**src/rtl/waveform_seq_pkg.sv**
```systemverilog
// Shared codes for the waveform sequencer: waveform selects, table field selects
// and FSM state encoding.
package waveform_seq_pkg;

    localparam logic [1:0] SINUS        = 2'b00;
    localparam logic [1:0] SQUARE_PULSE = 2'b01;
    localparam logic [1:0] SAWTOOTH     = 2'b10;
    localparam logic [1:0] TRIANGLE     = 2'b11;

    typedef enum logic [1:0] {
        FIELD_PHASE = 2'd0,
        FIELD_AMP   = 2'd1,
        FIELD_WAVE  = 2'd2,
        FIELD_DUR   = 2'd3
    } field_e;

    typedef enum logic [1:0] {
        ST_IDLE     = 2'd0,
        ST_LOAD_PH  = 2'd1,
        ST_LOAD_AMP = 2'd2,
        ST_RUN      = 2'd3
    } state_e;

endpackage

```
**src/rtl/waveform_seq_profile_table.sv**
```systemverilog
// Profile register file: one synchronous field-granular write port, one
// combinational whole-profile read port, cleared asynchronously on reset.
import waveform_seq_pkg::*;

module waveform_seq_profile_table #(
    parameter int NUM_ENTRIES = 4,
    parameter int DATA_WIDTH  = 8
) (
    input  logic                           clk_i,
    input  logic                           rst_i,
    input  logic                           we_i,
    input  logic [$clog2(NUM_ENTRIES)-1:0] waddr_i,
    input  logic [1:0]                     field_i,
    input  logic [DATA_WIDTH-1:0]          wdata_i,
    input  logic [$clog2(NUM_ENTRIES)-1:0] raddr_i,
    output logic [DATA_WIDTH-1:0]          rd_phase_o,
    output logic [DATA_WIDTH-1:0]          rd_amp_o,
    output logic [1:0]                     rd_wave_o,
    output logic [DATA_WIDTH-1:0]          rd_dur_o
);

    logic [DATA_WIDTH-1:0] phase_q [NUM_ENTRIES];
    logic [DATA_WIDTH-1:0] amp_q   [NUM_ENTRIES];
    logic [1:0]            wave_q  [NUM_ENTRIES];
    logic [DATA_WIDTH-1:0] dur_q   [NUM_ENTRIES];

    always_ff @(posedge clk_i or posedge rst_i) begin
        if (rst_i) begin
            for (int i = 0; i < NUM_ENTRIES; i++) begin
                phase_q[i] <= '0;
                amp_q[i]   <= '0;
                wave_q[i]  <= '0;
                dur_q[i]   <= '0;
            end
        end else if (we_i) begin
            case (field_e'(field_i))
                FIELD_PHASE: phase_q[waddr_i] <= wdata_i;
                FIELD_AMP:   amp_q[waddr_i]   <= wdata_i;
                FIELD_WAVE:  wave_q[waddr_i]  <= wdata_i[1:0];
                FIELD_DUR:   dur_q[waddr_i]   <= wdata_i;
                default:     ;
            endcase
        end
    end

    assign rd_phase_o = phase_q[raddr_i];
    assign rd_amp_o   = amp_q[raddr_i];
    assign rd_wave_o  = wave_q[raddr_i];
    assign rd_dur_o   = dur_q[raddr_i];

endmodule

```
**src/rtl/waveform_sequencer.sv**
```systemverilog
// Profile sequencer feeding the waveform core's shared phase/amplitude load path.
// Optional WAVEFORM_SEQ_ONESHOT_EN: stop after the last entry and pulse done_o.
//
// state       | meaning
// ST_IDLE     | core disabled, waiting for start_i
// ST_LOAD_PH  | phase strobe with the freshly latched entry
// ST_LOAD_AMP | amplitude strobe from the working copy
// ST_RUN      | core enabled, counting output samples against duration
import waveform_seq_pkg::*;

module waveform_sequencer #(
    parameter int NUM_ENTRIES = 4,
    parameter int DATA_WIDTH  = 8
) (
    input  logic                           clk_i,
    input  logic                           rst_i,
    input  logic                           cfg_we_i,
    input  logic [$clog2(NUM_ENTRIES)-1:0] cfg_addr_i,
    input  logic [1:0]                     cfg_field_i,
    input  logic [DATA_WIDTH-1:0]          cfg_data_i,
    input  logic                           start_i,
    input  logic                           stop_i,
    input  logic                           sample_valid_strobe_i,
    output logic                           enable_o,
    output logic [1:0]                     waveform_o,
    output logic [DATA_WIDTH-1:0]          value_o,
    output logic                           set_phase_o,
    output logic                           set_amplitude_o,
    output logic                           busy_o,
    output logic [$clog2(NUM_ENTRIES)-1:0] entry_o
`ifdef WAVEFORM_SEQ_ONESHOT_EN
    ,
    output logic                           done_o
`endif
);

    localparam int AW = $clog2(NUM_ENTRIES);
`ifdef WAVEFORM_SEQ_ONESHOT_EN
    localparam logic [AW-1:0] LAST_ENTRY = AW'(NUM_ENTRIES - 1);
`endif

    state_e                state_q, state_d;
    logic [AW-1:0]         entry_q, entry_d;
    logic [DATA_WIDTH-1:0] cnt_q, cnt_d;
    logic [DATA_WIDTH-1:0] amp_work_q, amp_work_d;
    logic [DATA_WIDTH-1:0] dur_work_q, dur_work_d;
    logic [DATA_WIDTH-1:0] value_q, value_d;
    logic [1:0]            waveform_q, waveform_d;
    logic                  enable_q, enable_d;
    logic                  busy_q, busy_d;
    logic                  set_phase_q, set_phase_d;
    logic                  set_amp_q, set_amp_d;
    logic                  load_entry;
`ifdef WAVEFORM_SEQ_ONESHOT_EN
    logic                  done_q, done_d;
`endif

    logic [DATA_WIDTH-1:0] rd_phase, rd_amp, rd_dur;
    logic [1:0]            rd_wave;

    // Read address is the next entry so the profile is captured on the edge
    // that enters LOAD_PH; a same-cycle write therefore lands after the read.
    waveform_seq_profile_table #(
        .NUM_ENTRIES (NUM_ENTRIES),
        .DATA_WIDTH  (DATA_WIDTH)
    ) u_table (
        .clk_i      (clk_i),
        .rst_i      (rst_i),
        .we_i       (cfg_we_i),
        .waddr_i    (cfg_addr_i),
        .field_i    (cfg_field_i),
        .wdata_i    (cfg_data_i),
        .raddr_i    (entry_d),
        .rd_phase_o (rd_phase),
        .rd_amp_o   (rd_amp),
        .rd_wave_o  (rd_wave),
        .rd_dur_o   (rd_dur)
    );

    always_comb begin
        state_d    = state_q;
        entry_d    = entry_q;
        cnt_d      = cnt_q;
        load_entry = 1'b0;
`ifdef WAVEFORM_SEQ_ONESHOT_EN
        done_d     = 1'b0;
`endif
        if (stop_i) begin
            state_d = ST_IDLE;
        end else if (start_i) begin
            state_d    = ST_LOAD_PH;
            entry_d    = '0;
            load_entry = 1'b1;
        end else begin
            unique case (state_q)
                ST_IDLE:     ;
                ST_LOAD_PH:  state_d = ST_LOAD_AMP;
                ST_LOAD_AMP: begin
                    state_d = ST_RUN;
                    cnt_d   = '0;
                end
                ST_RUN: begin
                    // Zero duration never matches, so the entry is held forever.
                    if (sample_valid_strobe_i && (dur_work_q != '0)) begin
                        if (cnt_q == dur_work_q - 1'b1) begin
`ifdef WAVEFORM_SEQ_ONESHOT_EN
                            if (entry_q == LAST_ENTRY) begin
                                state_d = ST_IDLE;
                                done_d  = 1'b1;
                            end else
`endif
                            begin
                                entry_d    = entry_q + 1'b1;
                                state_d    = ST_LOAD_PH;
                                load_entry = 1'b1;
                            end
                        end else begin
                            cnt_d = cnt_q + 1'b1;
                        end
                    end
                end
                default: state_d = ST_IDLE;
            endcase
        end
    end

    always_comb begin
        enable_d    = (state_d == ST_RUN);
        busy_d      = (state_d != ST_IDLE);
        set_phase_d = (state_d == ST_LOAD_PH);
        set_amp_d   = (state_d == ST_LOAD_AMP);
        value_d     = value_q;
        waveform_d  = waveform_q;
        amp_work_d  = amp_work_q;
        dur_work_d  = dur_work_q;
        if (load_entry) begin
            value_d    = rd_phase;
            waveform_d = rd_wave;
            amp_work_d = rd_amp;
            dur_work_d = rd_dur;
        end else if (state_d == ST_LOAD_AMP) begin
            value_d = amp_work_q;
        end
    end

    always_ff @(posedge clk_i or posedge rst_i) begin
        if (rst_i) begin
            state_q     <= ST_IDLE;
            entry_q     <= '0;
            cnt_q       <= '0;
            amp_work_q  <= '0;
            dur_work_q  <= '0;
            value_q     <= '0;
            waveform_q  <= '0;
            enable_q    <= 1'b0;
            busy_q      <= 1'b0;
            set_phase_q <= 1'b0;
            set_amp_q   <= 1'b0;
        end else begin
            state_q     <= state_d;
            entry_q     <= entry_d;
            cnt_q       <= cnt_d;
            amp_work_q  <= amp_work_d;
            dur_work_q  <= dur_work_d;
            value_q     <= value_d;
            waveform_q  <= waveform_d;
            enable_q    <= enable_d;
            busy_q      <= busy_d;
            set_phase_q <= set_phase_d;
            set_amp_q   <= set_amp_d;
        end
    end

`ifdef WAVEFORM_SEQ_ONESHOT_EN
    always_ff @(posedge clk_i or posedge rst_i) begin
        if (rst_i) done_q <= 1'b0;
        else       done_q <= done_d;
    end
    assign done_o = done_q;
`endif

    assign enable_o        = enable_q;
    assign waveform_o      = waveform_q;
    assign value_o         = value_q;
    assign set_phase_o     = set_phase_q;
    assign set_amplitude_o = set_amp_q;
    assign busy_o          = busy_q;
    assign entry_o         = entry_q;

endmodule

```
**config.mk**
```make
export PLATFORM = sky130hd
export DESIGN_NAME = waveform_sequencer
export DESIGN_NICKNAME = d
export VERILOG_FILES = /design/src/rtl/waveform_seq_pkg.sv /design/src/rtl/waveform_seq_profile_table.sv /design/src/rtl/waveform_sequencer.sv
export SDC_FILE = /design/constraint.sdc
export NUM_CORES = 1
export LEC_CHECK = 0
export CAP_MARGIN = 20
export CORE_MARGIN = 2
export CORE_UTILIZATION = 55
export CTS_CLUSTER_DIAMETER = 80
export DETAILED_ROUTE_END_ITERATION = 16
export PLACE_DENSITY_LB_ADDON = 0.12
export SYNTH_ARGS = -nofsm -noshare
export SYNTH_HDL_FRONTEND = slang
export SYNTH_SLANG_ARGS = --single-unit
```
**constraint.sdc**
```tcl
create_clock -name clk_i -period 7.3 [get_ports clk_i]
set_input_delay 1.46 -clock clk_i [delete_from_list [all_inputs] [get_ports clk_i]]
set_output_delay 1.46 -clock clk_i [all_outputs]
set_load 0.05 [all_outputs]
```
== Yosys cells after proc, flatten, opt, wreduce, memory -nomap -nowiden ==
Index checks and enable logic that the tools add are counted.

* Add/subtract/negate cells: 3
* Magnitude comparators: 3
* Equal/unequal tests: 12
* Mux-type cells: 40
* Bitwise logic cells: 4
* Reductions and logical operators: 12

{| class="wikitable"
|+ Operators with widths
! cell !! number
|-
| 32-bit bitwise mux || 3
|-
| 8-bit two-way mux || 11
|-
| 8-bit binary-select mux with 2-bit select || 3
|-
| 2-bit two-way mux || 12
|-
| 8-bit demux with 2-bit select || 1
|-
| 8-bit case mux with 2 select lines || 1
|-
| 2-bit == test, second input constant || 6
|-
| 8-bit by 1-bit adder with 8-bit output, second input constant || 1
|-
| 8-bit bitwise mux || 1
|-
| 8-bit == test || 1
|-
| 2-bit AND reduction || 4
|-
| 8-bit nonzero test || 1
|-
| 8-bit by 1-bit subtractor with 8-bit output, second input constant || 1
|-
| 2-bit by 1-bit == test with 1-bit output, second input constant || 3
|-
| 3-bit greater-or-equal comparator, second input constant || 2
|-
| 2-bit inverter with 3-bit output || 2
|-
| 2-bit case mux with 3 select lines || 1
|-
| 2-bit nonzero test || 3
|-
| 1-bit two-way mux || 5
|-
| 5-bit AND reduction || 1
|-
| 2-bit binary-select mux with 2-bit select || 1
|-
| 2-bit demux with 2-bit select || 1
|-
| 2-bit inequality test, second input constant || 2
|-
| 3-bit by 1-bit less-than comparator with 1-bit output, second input constant || 1
|-
| other kinds (4) || 6
|}

* Register bits: 146
* Input port bits: 18

== Depth between registers and ports, before layout ==
Gate-level depths: netlist (run 1).

* Depth after elaboration: 12
* Gate-level depth with buffers: 12

== By module ==
From an unflattened synthesis (run 1), not the netlist that was laid out.

* Cell total of the unflattened synthesis: 453
* Area total of the unflattened synthesis: 6707.7 sq um

{| class="wikitable"
|+ By module, submodules not included
! module !! times used !! cells each !! area an instance (sq um)
|-
| waveform_seq_profile_table || 1 || 277 || 4596.9
|-
| waveform_sequencer || 1 || 176 || 2110.8
|}

== Least setup slack after synthesis (run 1) ==
Ideal clock, no wire load.

* Path kind: input port to flip-flop
* Start: input stop_i
* End: register dur_work_q[0]
* Arrival time: 2.867 ns
* Slack: 4.351 ns
* Cell stages on the path: 7
* Path buffers: 2
* Cells stage by stage: clkbuf_1 -> and2b_1 -> a21oi_1 -> clkbuf_1 -> o22ai_1 -> or3_1 -> o22ai_1

* Word-level cells in the longest chain between the ends: 5

{| class="wikitable"
|+ Ends and longest elaborated chain
! what !! line !! RTL
|-
| from (decl) || waveform_sequencer.sv:22 || <nowiki>input logic stop_i,</nowiki>
|-
| 2-bit two-way mux || waveform_sequencer.sv:88 || <nowiki>if (stop_i) begin</nowiki>
|-
| 2-bit inverter with 3-bit output (implied by the code) || waveform_seq_profile_table.sv:49 || <nowiki>assign rd_dur_o = dur_q[raddr_i];</nowiki>
|-
| 8-bit binary-select mux with 2-bit select || waveform_seq_profile_table.sv:49 ||
|-
| 8-bit two-way mux (implied by the code) (2 in a row) || waveform_seq_profile_table.sv:49 ||
|-
| to (signal assigned) || waveform_sequencer.sv:164 || <nowiki>dur_work_q <= dur_work_d;</nowiki>
|-
| to (decl) || waveform_sequencer.sv:46 || <nowiki>logic [DATA_WIDTH-1:0] dur_work_q, dur_work_d;</nowiki>
|}

Parallel ways exist; a longest one is shown, timed or not. The select of a mux whose other input is x is not followed.
A chain may end at the register's enable or synchronous reset.

== Worst setup path after layout (run 1) ==
Same ends and word-level chain as after synthesis.

==> metrics.md, run 1 <==
| Metric | Value |
|---|---|
| Outcome | finished clean |
| Net Count, Synth | 614 |
| Fin. Hold Viols | 0 |
| Slew @ Worst Pin | 0.928 ns |
| Unique masters post-synth | 56 |
| Die Y | 117 µm |
| Largest net degree at the start of global routing | 85 |
| Avg Synthesized Cell Area | 11.8 µm² |
| Share of Yosys cell area claimed by the top area cell type | 52.2% |
| Initial DRC Count | 406 |
| CTS root buf | clkbuf_16 |
| Die width | 117 µm |
| TNS Setup | 0 ns |
| Max-Cap Viols | 0 |
| Area leader, netlist | dfrtp_1 |
| CP endpoint kind | register |
| Post-Synth XOR/XNOR Area | 1.75% |
| Max Transition Viols Final | 0 |
| PortBufs | 33 |
| # rows | 41 |
| Mux share of post-synthesis cell area | 19.2% |
| Via count | 4886 |
| Yosys reg bits | 146 |
| Total GRT Usage | 25.4% |
| P&R area growth vs syn | 15.4% |
| Minimum setup slack among reg-to-reg paths | 4.07 ns |
| Ys Warns | 0 |
| Share of cells above drive strength 1 | 27.0% |
| CTS Hold Buffers Added | 0 |
| Clock Latency Late Sink | 0.43 ns |
| Total wire length | 16100 µm |
| Max VDD drop | 0.205 mV |
| Clock Sinks | 146 |
| Post-Synth Simple-Gate Area | 12.6% |
| R2R Path Start | dur_work_q[0] |
| Final period util | 52.0% |
| Top area cells in the synthesized netlist | dfrtp_1 52%, mux2_2 19%, nor2_1 2.8% |
| Worst Setup SP | stop_i |
| Post-cts sizing count | 0 |
| Static Leakage | 3.44 nW |
| Min cycle time layout | 3.80 ns |
| Postcts setup bufs | 0 |
| CP peak stage delay | 0.85 ns |
| Number of global-route vias before repair | 4720 |
| Main combinational cell family by area after synthesis | multiplexers |
| Commonest cells after routing, fill and taps aside | 146 x dfrtp_1, 116 x mux2_2, 53 x nor2_1 |
| Most used cell, CP | o22ai_1 |
| R2R cell count | 10 |
| DR vias/cell | 6.10 |
| Remaining antenna violation count | 0 |
| Cell area after synthesis | 6990 µm² |
| H-tree depth | 4 |
| Cells after Synth | 593 |
| Max Freq | 0.263 GHz |
| Slew margin rel. | 38.0% |
| Most common cell after layout, fill and taps aside | dfrtp_1 |
| IO Pins | 34 |
| RD Place Congestion | 0.831 |
| Critical Path End | dur_work_q[0] |
| Kind of critical path | in -> reg |
| Crit-path cells | clkdlybuf4s50_1 -> and2b_1 -> a21oi_1 -> o22ai_1 -> or3_1 -> o22ai_1 |
| WP data arrival | 4.14 ns |
| Post-detailed-route wirelength per cell | 20.1 µm |
| Crit path max-delay cell type | a21oi_1 |
| Final HPWL DP | 10500 µm |
| Compound-gate portion of the synthesized area | 10.8% |
| Clock edge transition at the registers on the reported setup and hold paths | 0.06 ns |
| GR Overflow Total | 0 |
| Ant. Diodes | 0 |
| First-pass GRT wire length | 26000 µm |
| Top_reg_cell synth | dfrtp_1 |
| CTS buffer count | 17 |
| Worst Hold Class | reg -> reg |
| Worst EP required | 7.64 ns |
| Final Net Count | 637 |
| Unrepaired setup endpoints after global routing | false |
| Area of the core | 12500 µm² |
| Number of synthesized flops with an enable pin | 0 |
| DRC errors left | 0 |
| Pwr/cell area | 301 nW/µm² |
| Initial antenna violation count | 0 |
| CTS tree | yes |
| Fraction of registers with async set/reset | 100% |
| Endpoints failing setup | 0 |
| Reg-to-reg critical path endpoint | value_o[4] |
| Clock Skews | 0.0114 ns |
| DR pass1 iterations | 7 |
| Finished Core Util | 64.5% |
| Initial core utilization | 55.9% |
| Die ar. | 13600 µm² |
| Post-Synth Adder-Cell Area | 0.537% |
| Clock buffer depth | 2 |
| Sequential element share of the synthesized area | 52.2% |
| Worst Path Max Fanout | 21 |
| Startpoint types | primary input |
routing by layer:
layer	track usage [%]	part of all wire (%)
met1	37.5	48
met2	38.2	46
met3	4.63	4.2
met4	8.86	1.7
met5	0	0
kinds of logic after synthesis:
kind of cell | after synthesis
and+or+nand+nor | 163
DFF | 146
muxes | 119
AOI/OAI and AO/OA | 104
buffers and inverters | 44
xor gates and xnor gates | 14
adders and majority gates | 3
state kept, by name, summed over array words and instances, names as in the netlist, 2 cells and up:
signal           cells
amp_work_q           8
dur_work_q           8
waveform_o           2
value_o              8
u_table.amp_q       32
state_q              2
u_table.dur_q       32
u_table.phase_q     32
u_table.wave_q       8
entry_o              2
cnt_q                8
cell type report:
class / count / area, µm²
inverter: 9 / 38.8
multi-input combinational: 403 / 3130
clock inverter: 15 / 210
timing repair buffer: 39 / 395
clock buffer: 17 / 425
fill: 1000 / 4450
sequential: 146 / 3650
tap: 172 / 215
critical path, delay by kind of cell:
kind | cells | cell delay [ns]
and+or+nand+nor | 2 | 0.90
AOI/OAI and AO/OA | 3 | 1.16
buffers and inverters | 1 | 0.62
through the flow:
stage                     hold WS, ns  setup WS, ns  area, µm²  power, W  instances
after floorplan                 0.444          1.92       6990   0.00138        593
final                           0.476          3.50       8070   0.00243        801
after global routing            0.488          3.31       8070   0.00253        801
after detailed placement        0.459          3.12       7410   0.00150        768
after global placement          0.459          3.25       7410   0.00148        768
after CTS                       0.478          3.56       8040   0.00243        800
cells in the mapped netlist, types with 7 or more instances:
master / count
dfrtp_1: 146
mux2_2: 116
nor2_1: 53
clkbuf_1: 26
nand2_1: 20
a21oi_1: 17
nand2b_1: 16
a31oi_1: 15
nand3b_1: 12
or3_1: 11
o22ai_1: 10
inv_1: 9
xor2_1: 9
nand3_1: 8
nor3b_1: 8
a222oi_1: 7
o311a_1: 7
o31ai_1: 7
worst min path at each step:
stage,startpoint,to,slack (ns),depth (start not counted)
final,u_table.amp_q[24],amp_work_q[0],0.48,1
after global routing,u_table.amp_q[24],amp_work_q[0],0.49,1
after CTS,u_table.amp_q[27],amp_work_q[3],0.48,1
after detailed placement,u_table.amp_q[27],amp_work_q[3],0.46,1
after global placement,u_table.amp_q[26],amp_work_q[2],0.46,1
after floorplan,u_table.amp_q[27],amp_work_q[3],0.44,1
report_power, final:
group	leakage, nW	switching (W)	total, W	internal, W
clock network	0.285	0.000357	0.000932	0.000574
logic	1.33	0.000195	0.000407	0.000211
registers	1.82	0.000113	0.00109	0.000977
total	3.44	0.000665	0.00243	0.00176
Power figures use the tool's default switching activity.
==> inputs of run 2 (changes only) <==
==> constraint.sdc (replaced) <==
create_clock -name clk_i -period 3.8 [get_ports clk_i]
set_input_delay 0.76 -clock clk_i [delete_from_list [all_inputs] [get_ports clk_i]]
set_output_delay 0.76 -clock clk_i [all_outputs]
set_load 0.05 [all_outputs]
==> run 2 against run 1 <==
  * Worst setup slack worse by 2.9 ns
  * Clock power is 83% higher
  * Cell count is 0.75% higher
  * Combinational power is 92% higher
==> metrics.md, run 2 (same netlist as run 1, synthesis figures left out) <==
| Metric | Value |
|---|---|
| Area of the core | 12500 µm² (unchanged) |
| Met3 wire len | 684 µm (was 672 µm) |
| Clock Sinks | 146 (unchanged) |
| Worst EP required | 4.12 ns (was 7.64 ns) |
| CTS tree | yes (unchanged) |
| Final period util | 83.8% |
| TNS Setup | 0 ns (unchanged) |
| Via count | 4862 (was 4886) |
| WP buf/inv | 1 (unchanged) |
| Max Transition Viols Final | 0 (unchanged) |
| Pwr/cell area | 567 nW/µm² (was 301 nW/µm²) |
| Outcome | finished clean (unchanged) |
| Endpoints failing setup | 0 (unchanged) |
| First-pass GRT wire length | 26300 µm (was 26000 µm) |
| Final HPWL DP | 11000 µm (was 10500 µm) |
| CTS buffer count | 17 (unchanged) |
| Commonest cells after routing, fill and taps aside | 146 x dfrtp_1, 116 x mux2_2, 53 x nor2_1 (unchanged) |
| Fin. Hold Viols | 0 (unchanged) |
| Share of cells above drive strength 1 | 27.4% (was 27.0%) |
| IO Pins | 34 (unchanged) |
| Static Leakage | 3.47 nW (was 3.44 nW) |
| CP endpoint kind | register (unchanged) |
| Worst Path Max Fanout | 12 (was 21) |
| Initial DRC Count | 474 (was 406) |
| Post-cts sizing count | 0 (unchanged) |
| Clock edge transition at the registers on the reported setup and hold paths | 0.06 ns (about the same) |
| Clock Latency Late Sink | 0.43 ns (about the same) |
| Slew @ Worst Pin | 1.03 ns (was 0.928 ns) |
| Initial core utilization | 55.9% (unchanged) |
| Die width | 117 µm (unchanged) |
| GR Overflow Total | 0 (unchanged) |
| Remaining antenna violation count | 0 (unchanged) |
| Total GRT Usage | 26.0% (was 25.4%) |
| Kind of critical path | reg -> reg (was in -> reg) |
| M1 WL | 7900 µm (was 7810 µm) |
| Clock Skews | 0.0160 ns (was 0.0114 ns) |
| Postcts setup bufs | 0 (unchanged) |
| Crit-path cells | inv_1 -> ha_1 -> or4b_1 -> o21ai_0 -> nor2_1 -> o2111a_1 -> xnor2_1 -> nor3b_1 -> o31ai_1 (was clkdlybuf4s50_1 -> and2b_1 -> a21oi_1 -> o22ai_1 -> or3_1 -> o22ai_1) |
| Largest net degree at the start of global routing | 93 (was 85) |
| Slew margin rel. | 31.5% (was 38.0%) |
| Max Freq | 0.314 GHz |
| Worst Hold Class | reg -> reg (unchanged) |
| Most common cell after layout, fill and taps aside | dfrtp_1 (unchanged) |
| Die Y | 117 µm (unchanged) |
| Metal2 WL | 7410 µm (was 7350 µm) |
| Highest metal used | met4 (unchanged) |
| Startpoint types | register (was primary input) |
| P&R area growth vs syn | 15.6% (was 15.4%) |
| Max VDD drop | 0.414 mV (was 0.205 mV) |
| Worst Hold Slack | 0.482 ns (was 0.476 ns) |
| # rows | 41 (unchanged) |
| RD Place Congestion | 0.867 (was 0.831) |
| CP top delay family | compound AO/OA/AOI/OAI gates (unchanged) |
| Initial antenna violation count | 0 (unchanged) |
| CP peak stage delay | 0.76 ns (was 0.85 ns) |
| DR vias/cell | 6.02 (was 6.10) |
| Die ar. | 13600 µm² (unchanged) |
| Crit path max-delay cell type | xnor2_1 (was a21oi_1) |
| Ant. Diodes | 0 (unchanged) |
| Total wire length | 16300 µm (was 16100 µm) |
| PortBufs | 33 (unchanged) |
| Max-Cap Viols | 0 (unchanged) |
| DR pass1 iterations | 5 (was 7) |
| Number of global-route vias before repair | 4846 (was 4720) |
| Min cycle time layout | 3.18 ns |
| Unrepaired setup endpoints after global routing | false (unchanged) |
| CTS root buf | clkbuf_16 (unchanged) |
| DRC errors left | 0 (unchanged) |
| CTS Hold Buffers Added | 0 (unchanged) |
| Clock buffer depth | 2 (unchanged) |
| H-tree depth | 4 (unchanged) |
| Top flop regs | u_table.amp_q: 32 flops, u_table.dur_q: 32 flops, u_table.phase_q: 32 flops (unchanged) |
| Final Net Count | 643 (was 637) |
| WP data arrival | 3.50 ns (was 4.14 ns) |
| Post-detailed-route wirelength per cell | 20.2 µm (was 20.1 µm) |
==> run 2: final cells by class <==
class                   instances  area (µm²)
clock inverters                11         153
multi-input cells             403        3130
clock buffers                  21         460
flip-flops and latches        146        3650
well taps                     172         215
inverters                       9        37.5
fillers                      1012        4430
repair buffers                 45         433
==> run 2: power by group <==
group	switching (W)	internal, W	total (W)
clock	0.000643	0.00107	0.00171
sequential	0.000217	0.00188	0.00209
combinational	0.000374	0.000406	0.000781
==> run 2: final timing paths <==
check	from	endpoint	slack (ns)	cells past startpoint
min in group asynchronous	rst_i	u_table.phase_q[20]	0.85	3
worst min register to register	u_table.amp_q[28]	amp_work_q[4]	0.48	1
worst max-delay path	dur_work_q[0]	value_o[4]	0.62	9
worst min-delay path	u_table.amp_q[28]	amp_work_q[4]	0.48	1
worst max register to register	dur_work_q[0]	value_o[4]	0.62	9
max in group asynchronous	rst_i	u_table.phase_q[28]	2.41	3
==> run 2: stage by stage <==
step	instance area (µm²)	utilization [%]	power, W	setup WS (ns)	instances
6_report	8090	64.6	0.00459	0.616	807
5_1_grt	8090	64.6	0.00480	0.252	807
4_1_cts	8090	64.6	0.00461	0.582	807
3_5_place_dp	7470	59.7	0.00290	0.600	775
3_3_place_gp	7470	59.7	0.00285	0.760	775
2_1_floorplan	7000	-	0.00265	1.21	593
==> run 2: per-layer routing <==
| layer | vias to the layer above | global-route usage (%) |
|---|---|---|
| met3 | 23 | 5.66 |
| met5 | - | 0 |
| li1 | 2227 | - |
| met2 | 129 | 38.0 |
| met1 | 2483 | 38.2 |
| met4 | 0 | 10.0 |
==> inputs of run 3 (changes only) <==
==> constraint.sdc (replaced) <==
create_clock -name clk_i -period 3.2 [get_ports clk_i]
set_input_delay 0.64 -clock clk_i [delete_from_list [all_inputs] [get_ports clk_i]]
set_output_delay 0.64 -clock clk_i [all_outputs]
set_load 0.05 [all_outputs]
==> run 3 against run 2 <==
  * Via count rose by 0.70%
  * Sequential cell count did not move
  * Critical path depth rose by 1
  * Wire length fell by 0.86%
  * Register-to-register slack got worse by 0.40 ns
  * Worst hold slack got worse by 0.0016 ns
  * Maximum frequency rose by 6.8%
  * Global-route usage fell by 0.18 points
  * Core utilization rose by 0.45 points
  * Clock power rose by 18%
  * Sequential power rose by 19%
  * First-iteration DRC count rose by 9.3%
  * Critical path type unchanged
  * Highest routed layer unchanged
==> metrics.md, run 3 (same netlist as run 1, synthesis figures left out) <==
| Metric | Value |
|---|---|
| Outcome | finished clean (unchanged) |
| RD Place Congestion | 0.875 (was 0.867) |
| Clock Sinks | 146 (unchanged) |
| Final HPWL DP | 11000 µm (about the same) |
| Reg-to-reg critical path endpoint | value_o[5] (was value_o[4]) |
| First-pass GRT wire length | 26100 µm (was 26300 µm) |
| Unrepaired setup endpoints after global routing | false (unchanged) |
| Crit-path cells | inv_1 -> ha_1 -> or4b_1 -> o21ai_0 -> nor2_1 -> o2111a_1 -> buf_12 -> nor2_1 -> a222oi_1 -> o31ai_1 (was inv_1 -> ha_1 -> or4b_1 -> o21ai_0 -> nor2_1 -> o2111a_1 -> xnor2_1 -> nor3b_1 -> o31ai_1) |
| Finished Core Util | 65.0% (was 64.6%) |
| Endpoints failing setup | 0 (unchanged) |
| Min-delay src | u_table.amp_q[27] (was u_table.amp_q[28]) |
| H-tree depth | 4 (unchanged) |
| Top flop regs | u_table.amp_q: 32 flops, u_table.dur_q: 32 flops, u_table.phase_q: 32 flops (unchanged) |
| R2R cell count | 10 (was 9) |
| Static Leakage | 3.51 nW (was 3.47 nW) |
| Met3 Use GR | 5.87% (was 5.66%) |
| Slew margin rel. | 48.3% (was 31.5%) |
| Crit path max-delay cell type | nor2_1 (was xnor2_1) |
| Kind of critical path | reg -> reg (unchanged) |
| PortBufs | 33 (unchanged) |
| Fin. Hold Viols | 0 (unchanged) |
| CTS buffer count | 17 (unchanged) |
| Die width | 117 µm (unchanged) |
| Max-Cap Viols | 0 (unchanged) |
| Via count | 4896 (was 4862) |
| R2R Path Start | dur_work_q[0] (unchanged) |
| Clock Latency Late Sink | 0.43 ns (about the same) |
| P&R area growth vs syn | 16.4% (was 15.6%) |
| Worst hold stages | 1 (unchanged) |
| Final Net Count | 648 (was 643) |
| TNS Setup | 0 ns (unchanged) |
| Initial antenna violation count | 0 (unchanged) |
| Worst hold endpoint | amp_work_q[3] (was amp_work_q[4]) |
| CTS root buf | clkbuf_16 (unchanged) |
| WP data arrival | 3.30 ns (was 3.50 ns) |
| DRC errors left | 0 (unchanged) |
| Met1 Track Usage GR | 37.6% (was 38.2%) |
| Min cycle time layout | 2.98 ns (was 3.18 ns) |
| CP top delay family | simple AND/OR/NAND/NOR gates (was compound AO/OA/AOI/OAI gates) |
| Commonest cells after routing, fill and taps aside | 146 x dfrtp_1, 116 x mux2_2, 53 x nor2_1 (unchanged) |
| GR Overflow Total | 0 (unchanged) |
| Share of cells above drive strength 1 | 28.0% (was 27.4%) |
| Initial core utilization | 55.9% (unchanged) |
| Area of the core | 12500 µm² (unchanged) |
| IO Pins | 34 (unchanged) |
| CTS tree | yes (unchanged) |
| Max VDD drop | 0.456 mV (was 0.414 mV) |
| Max Transition Viols Final | 0 (unchanged) |
| Pwr/cell area | 667 nW/µm² (was 567 nW/µm²) |
| Startpoint types | register (unchanged) |
| DR vias/cell | 6.03 (was 6.02) |
| Final period util | 93.2% (was 83.8%) |
| Slew @ Worst Pin | 0.772 ns (was 1.03 ns) |
| Post-detailed-route wirelength per cell | 19.9 µm (was 20.2 µm) |
| Clock buffer depth | 2 (unchanged) |
| Worst Hold Class | reg -> reg (unchanged) |
| Gr busiest metal | met2 (was met1) |
| Most common cell after layout, fill and taps aside | dfrtp_1 (unchanged) |
| Ant. Diodes | 0 (unchanged) |
| Total GRT Usage | 25.8% (was 26.0%) |
| Worst EP required | 3.52 ns (was 4.12 ns) |
| Die Y | 117 µm (unchanged) |
| Initial DRC Count | 518 (was 474) |
| Total wire length | 16200 µm (was 16300 µm) |
| Postcts setup bufs | 0 (unchanged) |
| Max Freq | 0.335 GHz (was 0.314 GHz) |
| WP buf/inv | 2 (was 1) |
| CP endpoint kind | register (unchanged) |
| Clock edge transition at the registers on the reported setup and hold paths | 0.06 ns (about the same) |
| DR pass1 iterations | 5 (unchanged) |
| Most used cell, CP | nor2_1 |
| Number of global-route vias before repair | 4849 (was 4846) |
| Minimum setup slack among reg-to-reg paths | 0.22 ns (was 0.62 ns) |
| Remaining antenna violation count | 0 (unchanged) |
| Worst Path Max Fanout | 46 (was 12) |
| GRT met2 Usage | 39.0% (was 38.0%) |
| CP peak stage delay | 0.61 ns (was 0.76 ns) |
| Largest net degree at the start of global routing | 58 (was 93) |
| # rows | 41 (unchanged) |
| Die ar. | 13600 µm² (unchanged) |
| Clock Skews | 0.00839 ns (was 0.0160 ns) |
[run 3: worst max-delay path by stage]
stage                             start             to  slack, ns  cells after the start
after floorplan                   rst_i  amp_work_q[0]       0.73                      1
after global placement    dur_work_q[0]  dur_work_q[5]       0.34                     11
after detailed placement  dur_work_q[0]  dur_work_q[5]       0.22                     11
after CTS                 dur_work_q[0]  dur_work_q[5]       0.19                     11
after global routing      dur_work_q[1]     value_o[5]       0.06                     11
final                     dur_work_q[0]     value_o[5]       0.22                     10
[run 3: repair_timing]
item                       in CTS  in global routing
setup endpoints to repair       0                  3
hold buffers                    0                  0
resized for setup               0                  1
[run 3: area by class of cell]
cell class	count	area, µm²
Clock buffer	20	447
Clock inverter	12	155
Fill cell	1013	4380
Inverter	9	37.5
Multi-Input combinational cell	403	3140
Sequential cell	146	3650
Tap cell	172	215
Timing Repair Buffer	50	495
[run 3: layer usage]
layer,up-vias,routed length (µm)
li1,2246,-
met1,2499,7900
met2,130,7320
met3,21,723
met4,0,243
met5,-,0
[run 3: worst reg2reg max path, stage by stage, from the launching register on]
cell	delay, ns
dfrtp_1	0.42
inv_1	0.12
ha_1	0.15
or4b_1	0.42
o21ai_0	0.37
nor2_1	0.09
o2111a_1	0.19
buf_12	0.19
nor2_1	0.62
a222oi_1	0.20
o31ai_1	0.12
[run 3: metrics by stage]
stage	total power (W)	area [µm²]	cells	setup WS [ns]	hold slack [ns]
6_report	0.00543	8140	812	0.218	0.480
5_1_grt	0.00568	8140	812	0.0571	0.502
4_1_cts	0.00546	8140	812	0.193	0.481
3_5_place_dp	0.00344	7530	780	0.224	0.464
3_3_place_gp	0.00339	7530	780	0.337	0.461
2_1_floorplan	0.00315	7000	593	0.727	0.444
[run 3: power by group]
| group | switching (W) | total (W) | internal (W) |
|---|---|---|---|
| sequential | 0.000251 | 0.00248 | 0.00223 |
| combinational | 0.000447 | 0.000933 | 0.000486 |
| clock | 0.000767 | 0.00202 | 0.00125 |
| total | 0.00147 | 0.00543 | 0.00396 |
